==> src/rtl/fft_top_prod_requant.sv <==
// Output-side controller for the 22x15 twiddle multiplier: drives mul_ce, tracks beat validity,
// rounds/saturates the product and buffers it in a FWFT FIFO. Optional FFT_TOP_REQUANT_OVF_CNT_EN adds ovf_count.
module fft_top_prod_requant #(
  parameter int PROD_W  = 37,
  parameter int SHIFT   = 20,
  parameter int OUT_W   = 16,
  parameter int MUL_LAT = 2,
  parameter int DEPTH   = 4
) (
  input  logic              clk,
  input  logic              rst_n,
  input  logic              s_valid,
  output logic              s_ready,
  output logic              mul_ce,
  input  logic [PROD_W-1:0] mul_p,
  output logic [OUT_W-1:0]  m_data,
  output logic              m_valid,
  input  logic              m_ready,
  output logic              ovf_sticky
`ifdef FFT_TOP_REQUANT_OVF_CNT_EN
  ,
  output logic [15:0]       ovf_count
`endif
);

  localparam int AW = $clog2(DEPTH);
  localparam int QW = PROD_W - SHIFT + 1;
  localparam logic [SHIFT-1:0] HALF = SHIFT'(1) << (SHIFT - 1);

  logic [AW:0]          wptr_q, wptr_d, rptr_q, rptr_d;
  logic [OUT_W-1:0]     mem_q [DEPTH];
  logic [MUL_LAT-1:0]   vld_q, vld_d;
  logic                 ovf_q, ovf_d;
  logic                 full, empty, pop, push;
  logic [QW-2:0]        q_trunc;
  logic [SHIFT-1:0]     frac;
  logic                 round_up;
  logic signed [QW-1:0] q_rnd;
  logic                 clip;
  logic [OUT_W-1:0]     q_sat;

  // Round half to even in QW bits, then clip to the signed OUT_W range.
  always_comb begin
    q_trunc  = mul_p[PROD_W-1:SHIFT];
    frac     = mul_p[SHIFT-1:0];
    round_up = (frac > HALF) || ((frac == HALF) && q_trunc[0]);
    q_rnd    = {q_trunc[QW-2], q_trunc} + QW'(round_up);
    clip     = !((&q_rnd[QW-1:OUT_W-1]) || !(|q_rnd[QW-1:OUT_W-1]));
    if (clip) begin
      q_sat = q_rnd[QW-1] ? {1'b1, {(OUT_W-1){1'b0}}} : {1'b0, {(OUT_W-1){1'b1}}};
    end else begin
      q_sat = q_rnd[OUT_W-1:0];
    end
  end

  // Handshakes: a beat transfers on any rising edge where valid & ready are both high;
  // valid never depends on ready, ready (s_ready/mul_ce) may depend combinationally on m_ready.
  assign empty   = (wptr_q == rptr_q);
  assign full    = (wptr_q[AW] != rptr_q[AW]) && (wptr_q[AW-1:0] == rptr_q[AW-1:0]);
  assign m_valid = !empty;
  assign m_data  = m_valid ? mem_q[rptr_q[AW-1:0]] : '0;
  assign pop     = m_valid && m_ready;
  assign mul_ce  = rst_n && (!full || pop);
  assign s_ready = mul_ce;
  assign push    = mul_ce && vld_q[MUL_LAT-1];

  always_comb begin
    vld_d  = vld_q;
    wptr_d = wptr_q;
    rptr_d = rptr_q;
    ovf_d  = ovf_q;
    if (mul_ce) begin
      vld_d = (vld_q << 1) | MUL_LAT'(s_valid);
    end
    if (push) begin
      wptr_d = wptr_q + (AW+1)'(1);
      ovf_d  = ovf_q || clip;
    end
    if (pop) begin
      rptr_d = rptr_q + (AW+1)'(1);
    end
  end

  always_ff @(posedge clk or negedge rst_n) begin
    if (!rst_n) begin
      vld_q  <= '0;
      wptr_q <= '0;
      rptr_q <= '0;
      ovf_q  <= 1'b0;
    end else begin
      vld_q  <= vld_d;
      wptr_q <= wptr_d;
      rptr_q <= rptr_d;
      ovf_q  <= ovf_d;
    end
  end

  // Storage needs no reset: m_data is masked while the FIFO is empty.
  always_ff @(posedge clk) begin
    if (push) begin
      mem_q[wptr_q[AW-1:0]] <= q_sat;
    end
  end

  assign ovf_sticky = ovf_q;

`ifdef FFT_TOP_REQUANT_OVF_CNT_EN
  logic [15:0] cnt_q, cnt_d;

  always_comb begin
    cnt_d = cnt_q;
    if (push && clip && (cnt_q != 16'hFFFF)) begin
      cnt_d = cnt_q + 16'd1;
    end
  end

  always_ff @(posedge clk or negedge rst_n) begin
    if (!rst_n) begin
      cnt_q <= '0;
    end else begin
      cnt_q <= cnt_d;
    end
  end

  assign ovf_count = cnt_q;
`endif

endmodule
==> config.mk <==
export PLATFORM = sky130hd
export DESIGN_NAME = fft_top_prod_requant
export DESIGN_NICKNAME = d
export VERILOG_FILES = /design/src/rtl/fft_top_prod_requant.sv
export SDC_FILE = /design/constraint.sdc
export NUM_CORES = 1
export LEC_CHECK = 0
export CORE_AREA = 5 5 71 137
export DETAILED_ROUTE_END_ITERATION = 10
export DIE_AREA = 0 0 76 142
export PLACE_DENSITY = 0.67
export SETUP_SLACK_MARGIN = 0.5
export SLEW_MARGIN = 20
export SYNTH_ARGS = -nofsm -noshare
export SYNTH_HDL_FRONTEND = slang
export SYNTH_SLANG_ARGS = --single-unit
==> constraint.sdc <==
create_clock -name clk -period 5.2 [get_ports clk]
set_input_delay 0.52 -clock clk [delete_from_list [all_inputs] [get_ports clk]]
set_output_delay 0.52 -clock clk [all_outputs]
set_load 0.02 [all_outputs]
; Yosys cells after proc, flatten, opt, wreduce, memory -nomap -nowiden
; Memories as Yosys holds them, arrays and structs flattened.
; Index checks and enable logic that the tools add are counted.
[word_totals]
register_bits = 9
ram_bits = 64
memories = 1
inputBits = 41
[classes]
magnitude_cmp = 1
n_addsub = 3
eq_ne = 4
n_mux = 5
bitwise = 1
n_reduce_logical = 15
[mem_list]
columns = memory, depth, word_bits, rd, rd_clocked_by_memory_dff, wr, line_no
row1 = mem_q, 4, 16, 1, 0, 1, 31  ; logic [OUT_W-1:0] mem_q [DEPTH];
[ops]
columns = cell, n
row1 = 2-to-1 mux 16 bit, 3
row2 = "equality test 20 bit, second input constant", 1
row3 = "> comparator 20 bit, second input constant", 1
row4 = adder 17 x 2 -> 18 bit, 1
row5 = "adder 3 x 1 -> 3 bit, second input constant", 2
row6 = logical AND 1 bit, 5
row7 = zero test 1 bit, 4
row8 = logical OR 1 bit, 4
row9 = equality test 3 bit, 1
row10 = AND reduction 3 bit, 1
row11 = OR reduction 3 bit, 1
row12 = equality test 2 bit, 1
row13 = 2-to-1 mux 1 bit, 2
row14 = bitwise OR 2 x 1 -> 2 bit, 1
row15 = != test 1 bit, 1

; Depth between registers and ports, before layout
[logic_depth]
ltp_word = 9
mapped_depth = 8
mapped_depth_nobuf = 7

; Worst setup path after synthesis
; Ideal clock, no wire load.
[synth_timing]
path_type = reg2out
start = register rptr_q[1]
end = output m_data[10]
n_path_buf = 2
path_slack_ps = 2879
stages_incl_launch_ff = 6
arrival_time_ps = 1801
path_cell_list = dfrtp_1 > clkbuf_1 > xor2_1 > nor3b_1 > clkbuf_1 > nor2b_1
[synth_via]
elab_chain_len = 2
elab_cells_between_ends = 3
[synth_lines]
columns = item, line_no
row1 = from (decl), 30  ; logic [AW:0] wptr_q, wptr_d, rptr_q, rptr_d;
row2 = from (signal assigned), 93  ; rptr_q <= rptr_d;
row3 = memory (4 x 16 bit) / equality test 3 bit (equally long branches), n/a
row4 = 2-to-1 mux 16 bit *, 61  ; assign m_data = m_valid ? mem_q[rptr_q[AW-1:0]] : '0;
row5 = to (decl), 16  ; output logic [OUT_W-1:0] m_data,
; Every way passes the cells marked *; elsewhere a longest branch is shown, timed or not.

; Worst setup path in the final report
[layout_timing]
start = register rptr_q[0]
end = output m_valid
[layout_via]
elab_chain_len = 2
[layout_lines]
columns = item, line_no
row1 = equality test 3 bit, 58  ; assign empty = (wptr_q == rptr_q);
row2 = zero test 1 bit, 60  ; assign m_valid = !empty;
row3 = to (decl), 17  ; output logic m_valid,
; Every way passes these cells.

==> out/qor.csv <==
metric,value,unit
VDD IR max,0.1971,mV
placed instance area,4385,um2
Total GRT Usage,15.77,%
post-synth design cell area,3706,um2
placed wire-length estimate,6173,um
syn nets,321,
n_diodes,0,
TritonCTS Sinks,73,
top cell type's share of synthesized area,51.86,%
Post-Syn Area per Cell,13.53,um2
min Tclk post-route,3079,ps
predominant post-synthesis flop cell,edfxtp_1,
Port Buf Inserts,60,
"area leader, netlist",edfxtp_1,
First-pass DRT Iterations,4,
Worst Path Arrival,2560,ps
asr flop ratio synth,12.33,%
WS Path Type,flip-flop to output port,
Final Wtd Congestion,0.8966,
Tot Pwr,2.373,mW
"Area growth, synth to finish",27.14,%
DR DRC count,0,
Post-CTS Hold Buffers,0,
Worst Max-Slew Pin Slew,869.1,ps
DP Worst Slack,1841,ps
final std cells w/o fill,438,
final worst setup slack,2121,ps
Synth area leaders,"edfxtp_1, mux4_2, dfrtp_1",
die extent in y,142,um
crit-path max FO,19,
CTS root buf,clkbuf_16,
most frequent cells after synthesis,"edfxtp_1, nand2_1, mux4_2, nor2b_1, xnor2_1",
layout cells sized above 1,12.43,%
width of the chip,76,um
CP endpoint kind,output port,
status,"finished, final reports clean",
Yosys warnings,0,
first-pass GRT wire length,13120,um
final instance area,4712,um2
clock skew,2.177,ps
Final Core Density,54.87,%
starting density of the core,43.15,%
number of global-route vias before repair,2658,
TritonCTS clock tree,yes,
hold slack final,490.1,ps
pwr/cell area,503.6,nW/um2
Slew Limit Fails,0,
H-tree levels,3,
Leakage,1.593,nW
share of the yosys chip area belonging to registers,57.93,%
Max clock buf depth,2,
wire per inst,18.52,um
initial DRC count,177,
Final Hold Fails,0,
Final period util,59.22,%
Final ANT Viol Nets,0,
clk_lat worst skew,320,ps
core area,8588,um2
placed cells,422,
# setup viols final,0,
max-cap viol count,0,
unrepaired setup endpoints after global routing,false,
Slew HR,42.06,%
Cell Rows,48,
Worst-path clk slew,60,ps
Vias/cell,5.678,
IO Pins,61,
Crit path required time,4680,ps
Yosys cell types,48,
Setup Buffers After CTS,0,
CTS buffer count,9,
die area,10790,um2
R2R setup slack,2500,ps
Detailed Route WL,8113,um
nets,380,
setup_tns,0,ps
initial antenna violation count,0,
Seq cells post-synth,73,
number of synthesized flops with an enable pin,64,
GRT Residual Overflow,0,
# resized after CTS,0,
Syn Inst Count,274,
pin count of the biggest net entering global routing,20,
vias,2487,
Min-Delay Path Class,flip-flop to flip-flop,
startpoint types,flip-flop,
Highest Clock Rate,0.3248,GHz
most common cell in the netlist,edfxtp_1,
[cell families (layout without fill, tap and decap cells)]
group / count (synthesis) / in the layout / synth area share [%]
AOI/OAI and AO/OA: 41 / 41 / 7.225
adders and majority gates: 6 / 6 / 2.026
and+or+nand+nor: 94 / 94 / 14.99
muxes: 17 / 17 / 10.03
xor gates and xnor gates: 19 / 19 / 4.997
DFF: 73 / 73 / 57.93
buffers and inverters: 24 / 88 / 2.802
[flip-flops by register name, indices dropped and copies added, names as in the netlist]
name and cells:
ovf_sticky 1, wptr_q 3, rptr_q 3, vld_q 2
mem_q 64
[power breakdown]
| part | leakage [nW] | switching [mW] | internal, mW |
|---|---|---|---|
| sequential | 0.683 | 0.0328 | 0.733 |
| clock | 0.145 | 0.220 | 0.418 |
| combinational | 0.765 | 0.493 | 0.475 |
[placed cells by master, fill, tap and decap left out, drive strengths merged, types with 2 or more instances in the layout]
cell type / n
buf: 2
nor3b: 2
o211ai: 3
dfrtp: 9
and3: 2
o21ai: 11
xor2: 6
clkinvlp: 3
and2: 7
a21oi: 10
nand3: 5
clkbuf: 9
bufinv: 2
o21a: 3
nor2: 10
edfxtp: 64
mux4: 16
nor4: 10
or2: 2
a22oi: 2
or4: 3
nand4: 9
xnor2: 13
nor4b: 2
clkinv: 2
inv: 10
nand2: 18
nor2b: 16
nor3: 7
clkdlybuf4s50: 60
ha: 6
[critical path, cell delays in order (launching register included)]
cell	delay [ps]
dfrtp_1	330
buf_4	340
xor2_1	180
nor3b_4	650
inv_1	150
clkdlybuf4s50_1	580
[area by class of cell]
type | instances | area [um2]
Clock buffer | 9 | 225.2
Clock inverter | 7 | 95.09
Fill cell | 733 | 3876
Inverter | 10 | 37.54
Multi-Input combinational cell | 177 | 1466
Sequential cell | 73 | 2147
Tap cell | 100 | 125.1
Timing Repair Buffer | 62 | 615.6
[metal layers]
metal | share of wire, % | track usage [%] | up-vias
met4 | 3.6 | 10.51 | 0
met5 | 0 | 0 | -
li1 | - | - | 1177
met3 | 4.4 | 2.028 | 20
met2 | 58 | 30.52 | 96
met1 | 34 | 14.99 | 1194
[worst paths after layout]
check                                 from      endpoint  cells after the start
min in group asynchronous            rst_n     wptr_q[0]                      1
worst min register to register  ovf_sticky    ovf_sticky                      1
max in group asynchronous            rst_n     rptr_q[0]                      1
worst min-delay path            ovf_sticky    ovf_sticky                      1
worst max-delay path             rptr_q[0]       m_valid                      5
worst max register to register   rptr_q[0]  mem_q[1][11]                      5
Power figures use the tool's default switching activity.
